===== config.mk =====
export PLATFORM = sky130hd
export DESIGN_NAME = tank_bullet
export DESIGN_NICKNAME = d
export VERILOG_FILES = /design/src/rtl/tank_bullet.sv
export SDC_FILE = /design/constraint.sdc
export NUM_CORES = 1
export LEC_CHECK = 0
export CORE_UTILIZATION = 35
export CTS_CLUSTER_SIZE = 8
export DETAILED_ROUTE_END_ITERATION = 10
export GPL_ROUTABILITY_DRIVEN = 0
export GPL_TIMING_DRIVEN = 0
export PLACE_DENSITY = 0.65
export SKIP_CTS_REPAIR_TIMING = 1
export SYNTH_ARGS = -nofsm -noshare
export SYNTH_HDL_FRONTEND = slang
export SYNTH_SLANG_ARGS = --single-unit

===== constraint.sdc =====
create_clock -name frame_clk -period 9.8 [get_ports frame_clk]
set_input_delay 1.96 -clock frame_clk [delete_from_list [all_inputs] [get_ports frame_clk]]
set_output_delay 1.96 -clock frame_clk [all_outputs]
set_load 0.1 [all_outputs]

===== src/rtl/tank_bullet.sv =====
// Projectile stage for the player tank: launches one bullet from the tank's
// leading edge when the fire key is pressed. The bullet moves every frame until
// it hits the opponent, hits a barrier, reaches the field edge or runs out of
// range. A fixed cooldown follows every termination.
module tank_bullet #(
  parameter logic [7:0] FIRE_KEY        = 8'h2C,
  parameter logic [9:0] BULLET_SIZE     = 10'd2,
  parameter logic [9:0] BULLET_STEP     = 10'd4,
  parameter logic [9:0] X_MIN           = 10'd1,
  parameter logic [9:0] X_MAX           = 10'd639,
  parameter logic [9:0] Y_MIN           = 10'd1,
  parameter logic [9:0] Y_MAX           = 10'd479,
  parameter logic [7:0] MAX_FRAMES      = 8'd120,
  parameter logic [7:0] COOLDOWN_FRAMES = 8'd30
) (
  input  logic       frame_clk,
  input  logic       Reset,
  input  logic [7:0] keycode,
  input  logic [9:0] tank_x,
  input  logic [9:0] tank_y,
  input  logic [9:0] tank_s,
  input  logic [1:0] tank_dir,
  input  logic       barrier_hit,
  input  logic       target_hit,
  output logic [9:0] bullet_x,
  output logic [9:0] bullet_y,
  output logic [9:0] bullet_s,
  output logic       bullet_active,
  output logic       score_pulse
);

  localparam logic [1:0] IDLE     = 2'd0;
  localparam logic [1:0] FLY      = 2'd1;
  localparam logic [1:0] COOLDOWN = 2'd2;

  localparam logic [1:0] DIR_LEFT  = 2'b00;
  localparam logic [1:0] DIR_RIGHT = 2'b01;
  localparam logic [1:0] DIR_DOWN  = 2'b10;
  localparam logic [1:0] DIR_UP    = 2'b11;

  logic [1:0] state;
  logic [1:0] dir;
  logic [7:0] prev_key;
  logic [7:0] range_cnt;
  logic [7:0] cool_cnt;

  logic       fire_edge;
  logic [9:0] spawn_x;
  logic [9:0] spawn_y;
  logic       spawn_ok;
  logic       at_bound;

  // Widened copies so spawn and boundary sums can never wrap.
  logic [11:0] tx, ty, ts, bsz, stp, xmin, xmax, ymin, ymax, bx, by;

  assign tx   = {2'b00, tank_x};
  assign ty   = {2'b00, tank_y};
  assign ts   = {2'b00, tank_s};
  assign bsz  = {2'b00, BULLET_SIZE};
  assign stp  = {2'b00, BULLET_STEP};
  assign xmin = {2'b00, X_MIN};
  assign xmax = {2'b00, X_MAX};
  assign ymin = {2'b00, Y_MIN};
  assign ymax = {2'b00, Y_MAX};
  assign bx   = {2'b00, bullet_x};
  assign by   = {2'b00, bullet_y};

  assign fire_edge = (keycode == FIRE_KEY) && (prev_key != FIRE_KEY);
  assign bullet_s  = BULLET_SIZE;

  // Spawn point and legality: the bullet's leading edge must lie inside the field.
  always_comb begin
    spawn_x  = tank_x;
    spawn_y  = tank_y;
    spawn_ok = 1'b0;
    case (tank_dir)
      DIR_LEFT: begin
        spawn_x  = 10'(tx - ts - bsz);
        spawn_ok = (tx >= ts + bsz + bsz + xmin);
      end
      DIR_RIGHT: begin
        spawn_x  = 10'(tx + ts + bsz);
        spawn_ok = (tx + ts + bsz + bsz <= xmax);
      end
      DIR_DOWN: begin
        spawn_y  = 10'(ty + ts + bsz);
        spawn_ok = (ty + ts + bsz + bsz <= ymax);
      end
      default: begin
        spawn_y  = 10'(ty - ts - bsz);
        spawn_ok = (ty >= ts + bsz + bsz + ymin);
      end
    endcase
  end

  // Field-edge test in the latched flight direction.
  always_comb begin
    at_bound = 1'b0;
    case (dir)
      DIR_LEFT:  at_bound = (bx <= xmin + bsz + stp);
      DIR_RIGHT: at_bound = (bx + bsz + stp >= xmax);
      DIR_DOWN:  at_bound = (by + bsz + stp >= ymax);
      default:   at_bound = (by <= ymin + bsz + stp);
    endcase
  end

  // Bullet FSM: launch, per-frame flight with prioritised termination, cooldown.
  always_ff @(posedge frame_clk) begin
    if (Reset) begin
      state         <= IDLE;
      dir           <= DIR_LEFT;
      prev_key      <= FIRE_KEY;
      range_cnt     <= '0;
      cool_cnt      <= '0;
      bullet_x      <= '0;
      bullet_y      <= '0;
      bullet_active <= 1'b0;
      score_pulse   <= 1'b0;
    end else begin
      prev_key    <= keycode;
      score_pulse <= 1'b0;
      case (state)
        IDLE: begin
          if (fire_edge && spawn_ok) begin
            state         <= FLY;
            dir           <= tank_dir;
            bullet_x      <= spawn_x;
            bullet_y      <= spawn_y;
            bullet_active <= 1'b1;
            range_cnt     <= '0;
          end
        end
        FLY: begin
          if (target_hit || barrier_hit || at_bound ||
              (range_cnt == MAX_FRAMES - 8'd1)) begin
            state         <= COOLDOWN;
            bullet_active <= 1'b0;
            cool_cnt      <= '0;
            score_pulse   <= target_hit;
          end else begin
            range_cnt <= range_cnt + 8'd1;
            case (dir)
              DIR_LEFT:  bullet_x <= bullet_x - BULLET_STEP;
              DIR_RIGHT: bullet_x <= bullet_x + BULLET_STEP;
              DIR_DOWN:  bullet_y <= bullet_y + BULLET_STEP;
              default:   bullet_y <= bullet_y - BULLET_STEP;
            endcase
          end
        end
        COOLDOWN: begin
          if (cool_cnt == COOLDOWN_FRAMES - 8'd1) begin
            state <= IDLE;
          end else begin
            cool_cnt <= cool_cnt + 8'd1;
          end
        end
        default: state <= IDLE;
      endcase
    end
  end

endmodule

==> impl_metrics.prom <==
# TYPE chip_impl_metric gauge
chip_impl_metric{name="die-area",unit="um2"} 19400
chip_impl_metric{name="final-seq-area",unit="um2"} 1000
chip_impl_metric{name="ios",unit=""} 76
chip_impl_metric{name="setup_violations",unit=""} 0
chip_impl_metric{name="synthesized_area",unit="um2"} 6580
chip_impl_metric{name="worst_r2r_path_depth",unit=""} 11
chip_impl_metric{name="ctsHtreeMaxLevel",unit=""} 2
chip_impl_metric{name="clk_transition_reported_paths",unit="ns"} 0.07
chip_impl_metric{name="holdWs",unit="ns"} 0.458
chip_impl_metric{name="yosys_warnings",unit=""} 0
chip_impl_metric{name="drive_gt1_share",unit="%"} 5.18
chip_impl_metric{name="drtIter0Drc",unit=""} 354
chip_impl_metric{name="num_antenna_cells",unit=""} 0
chip_impl_metric{name="power.static_leakage",unit="nW"} 3.30
chip_impl_metric{name="arrival_time_at_the_worst_endpoint",unit="ns"} 6.61
chip_impl_info{name="crit_path_start_kind",value="input port"} 1
chip_impl_info{name="crit_type",value="in2reg"} 1
chip_impl_metric{name="post_detailed_route_drc_marker_count",unit=""} 4
chip_impl_metric{name="finish.utilization",unit="%"} 42.5
chip_impl_metric{name="finalHoldViolations",unit=""} 0
chip_impl_metric{name="dr_total_vias",unit=""} 6134
chip_impl_metric{name="finalCritPeriodShare",unit="%"} 65.6
chip_impl_metric{name="grt_first_pass_wirelength",unit="um"} 29100
chip_impl_info{name="reg2reg_from",value="bullet_y[2]"} 1
chip_impl_metric{name="max_slew_margin",unit="%"} 32.9
chip_impl_metric{name="synthArstFlopShare",unit="%"} 0
chip_impl_metric{name="maxSlewViolCount",unit=""} 0
chip_impl_metric{name="port-buffer-count",unit=""} 64
chip_impl_metric{name="max_cap_viol_count",unit=""} 0
chip_impl_metric{name="dpl.hpwl",unit="um"} 14800
chip_impl_info{name="worstHoldStart",value="bullet_active"} 1
chip_impl_metric{name="nets",unit=""} 1060
chip_impl_info{name="timing.rr.end",value="bullet_y[3]"} 1
chip_impl_info{name="outcome",value="complete, but fails checks"} 1
chip_impl_metric{name="final.setup.tns",unit="ns"} 0
chip_impl_info{name="hold_path.class",value="reg2reg"} 1
chip_impl_metric{name="finClkSkew",unit="ns"} 0.00734
chip_impl_metric{name="floorplan.die.height",unit="um"} 139
chip_impl_metric{name="worst_pin_slew",unit="ns"} 1.00
chip_impl_metric{name="powerDensity",unit="nW/um2"} 98.6
chip_impl_info{name="worstSetupStartpoint",value="tank_s[1]"} 1
chip_impl_metric{name="postSynthAreaPerCell",unit="um2"} 7.95
chip_impl_metric{name="grt_usage",unit="%"} 18.5
chip_impl_metric{name="power.ir.vdd_worst",unit="uV"} 92.7
chip_impl_metric{name="multi_input_comb_area",unit="um2"} 5170
chip_impl_metric{name="clk-insertion-delay-late",unit="ns"} 0.29
chip_impl_metric{name="final_cells",unit=""} 1137
chip_impl_metric{name="cts-buffers-inserted",unit=""} 5
chip_impl_metric{name="timing.final.crit_period",unit="ns"} 6.43
chip_impl_metric{name="die_width",unit="um"} 139
chip_impl_metric{name="ctsLongestPathBuffers",unit=""} 2
chip_impl_metric{name="grt_start_max_net_pins",unit=""} 16
chip_impl_metric{name="postRouteAntennaNets",unit=""} 0
chip_impl_metric{name="required_arrival_time_at_the_worst_endpoint",unit="ns"} 9.98
chip_impl_metric{name="synth_enable_flop_cells",unit=""} 0
chip_impl_metric{name="standard_cell_row_count",unit=""} 49
chip_impl_info{name="grt_setup_unrepaired",value="false"} 1
chip_impl_metric{name="grt-ovfl-total",unit=""} 0
chip_impl_metric{name="dpl.cell_count",unit=""} 1129
chip_impl_metric{name="detailedRoute.firstPassIterationCount",unit=""} 8
chip_impl_metric{name="routed_via_density",unit=""} 5.39
chip_impl_metric{name="yosysSeqAreaShare",unit="%"} 15.2
chip_impl_metric{name="reg2reg_slack",unit="ns"} 6.40
chip_impl_metric{name="crit_fanout",unit=""} 8
chip_impl_metric{name="floorplan.initialDensity",unit="%"} 36.1
chip_impl_metric{name="clock_sink_count",unit=""} 50
chip_impl_metric{name="drt-wirelength-per-cell",unit="um"} 15.9
chip_impl_info{name="kind_of_end_point_of_the_critical_path",value="flop"} 1
chip_impl_info{name="primary_flip_flop_cell_chosen_by_synthesis_mapping",value="dfxtp_1"} 1
chip_impl_metric{name="route.final.wire_length",unit="um"} 18100
chip_impl_info{name="clock_tree.root_cell",value="clkbuf_16"} 1
chip_impl_metric{name="netlist_instances",unit=""} 828
chip_impl_metric{name="ys_seq_elements",unit=""} 50
chip_impl_metric{name="yosysUniqueCellTypes",unit=""} 81
chip_impl_metric{name="worst_hold_path_cells",unit=""} 2
chip_impl_info{name="tritoncts",value="done"} 1
chip_impl_metric{name="number_of_antenna_violations_at_the_first_check_in_global_routing",unit=""} 0
chip_impl_metric{name="area_growth",unit="%"} 17.6
chip_impl_metric{name="fmax",unit="GHz"} 0.156
chip_impl_metric{name="final.fill_count",unit=""} 1812
chip_impl_info{name="hold_end",value="bullet_active"} 1
chip_impl_info{name="violations",value="DRC"} 1
chip_impl_metric{name="first_global_vias",unit=""} 5727
chip_impl_metric{name="design.core.area",unit="um2"} 18200
## worst max-delay path by stage
stage | to | cells past startpoint | slack (ns)
floorplan | bullet_y[5] | 15 | 4.16
global placement | bullet_y[5] | 16 | 3.17
detailed placement | bullet_y[9] | 16 | 3.10
CTS | bullet_y[9] | 16 | 3.38
global route | range_cnt[1] | 17 | 3.07
finish | bullet_y[3] | 16 | 3.37
## placed cells by master (no fill, tap or decap), drive strengths merged, types with 10 or more instances in the layout
cell and n:
a31oi 11, clkdlybuf4s50 64, ha 103, nor2b 21, a211oi 12, xor2 33
o211ai 12, nand2b 14, clkbuf 27, a21oi 53, a21o 10, nand2 62
dfxtp 50, mux2i 15, inv 69, o21ai 33, nand4 12, conb 10
buf 13, nor3 20, nor2 50, xnor2 39, nand3 17
## routing by layer
layer | part of all wire (%) | track usage, % | vias to the layer above
li1 | - | - | 3140
met4 | 0.74 | 3.33 | 0
met1 | 48 | 25.3 | 2807
met3 | 5.4 | 2.00 | 16
met5 | 0 | 0 | -
met2 | 46 | 31.6 | 171
## metrics by stage
| stage | power [mW] | cell area, um2 | setup WS, ns |
|---|---|---|---|
| after global placement | 0.529 | 7540 | 3.17 |
| final | 0.763 | 7740 | 3.37 |
| after CTS | 0.763 | 7740 | 3.38 |
| after floorplan | 0.450 | 6610 | 4.16 |
| after detailed placement | 0.534 | 7540 | 3.10 |
| after global routing | 0.808 | 7740 | 3.07 |
## cells by family after synthesis
group	synth area share, %
adder cells (fa/ha/maj)	22.0
other	0.114
flip-flops	15.2
AO/OA/AOI/OAI	22.1
AND/OR/NAND/NOR	20.6
multiplexers	3.54
buffers and inverters	6.69
XOR/XNOR	9.70
## final cells by class
type / count / area share [%]
multi-input combinational: 682 / 66.8
timing repair buffer: 64 / 8.28
buffer: 34 / 2.30
tap: 229 / 3.70
clock inverter: 2 / 0.776
sequential: 50 / 12.9
clock buffer: 6 / 1.80
inverter: 70 / 3.40
## registers in the layout, indices dropped and copies added (netlist names)
name,count
bullet_x,10
bullet_y,10
cool_cnt,8
prev_key,8
range_cnt,8
dir,2
state,2
bullet_active,1
score_pulse,1
## synthesized netlist by cell type (6+ instances only)
cell type | instances | area [um2]
a21oi_1 | 53 | 265
nand3_1 | 17 | 85.1
xor2_1 | 33 | 289
o21ai_0 | 27 | 135
nor2_1 | 50 | 188
nand4b_1 | 6 | 52.6
a21o_1 | 10 | 75.1
o21bai_1 | 9 | 67.6
dfxtp_1 | 50 | 1000
and3_1 | 6 | 37.5
mux2i_1 | 15 | 150
nor4_1 | 9 | 56.3
a211oi_1 | 10 | 75.1
nor3_1 | 20 | 100
a31o_1 | 7 | 61.3
a311oi_1 | 8 | 70.1
nor2b_1 | 21 | 131
or2_2 | 7 | 43.8
buf_4 | 11 | 82.6
nand2_1 | 62 | 233
inv_1 | 69 | 259
o211ai_1 | 12 | 90.1
nand2b_1 | 14 | 87.6
a31oi_1 | 10 | 62.6
ha_1 | 103 | 1290
nand4_1 | 12 | 75.1
clkbuf_1 | 21 | 78.8
o2111ai_1 | 6 | 52.6
xnor2_1 | 38 | 333
fa_1 | 6 | 120
## where the power goes
part	switching, mW	internal, mW	leakage (nW)
Sequential	0.000720	0.205	0.405
Clock	0.0764	0.153	0.0971
Combinational	0.193	0.134	2.80
Total	0.270	0.492	3.30
## worst max-delay path, cell delays in order
cell and delay (ns):
clkdlybuf4s50_1 0.59, inv_1 0.11, ha_1 0.30, inv_1 0.07, ha_1 0.24, inv_1 0.08, fa_1 0.45, or4_4 0.59
nand2_1 0.09, xnor2_1 0.18, or4b_1 0.47, a31oi_1 0.24, o41ai_2 0.19, a211o_1 0.35, o21ai_4 0.34, mux2_4 0.33
(Power assumes the default switching activity.)
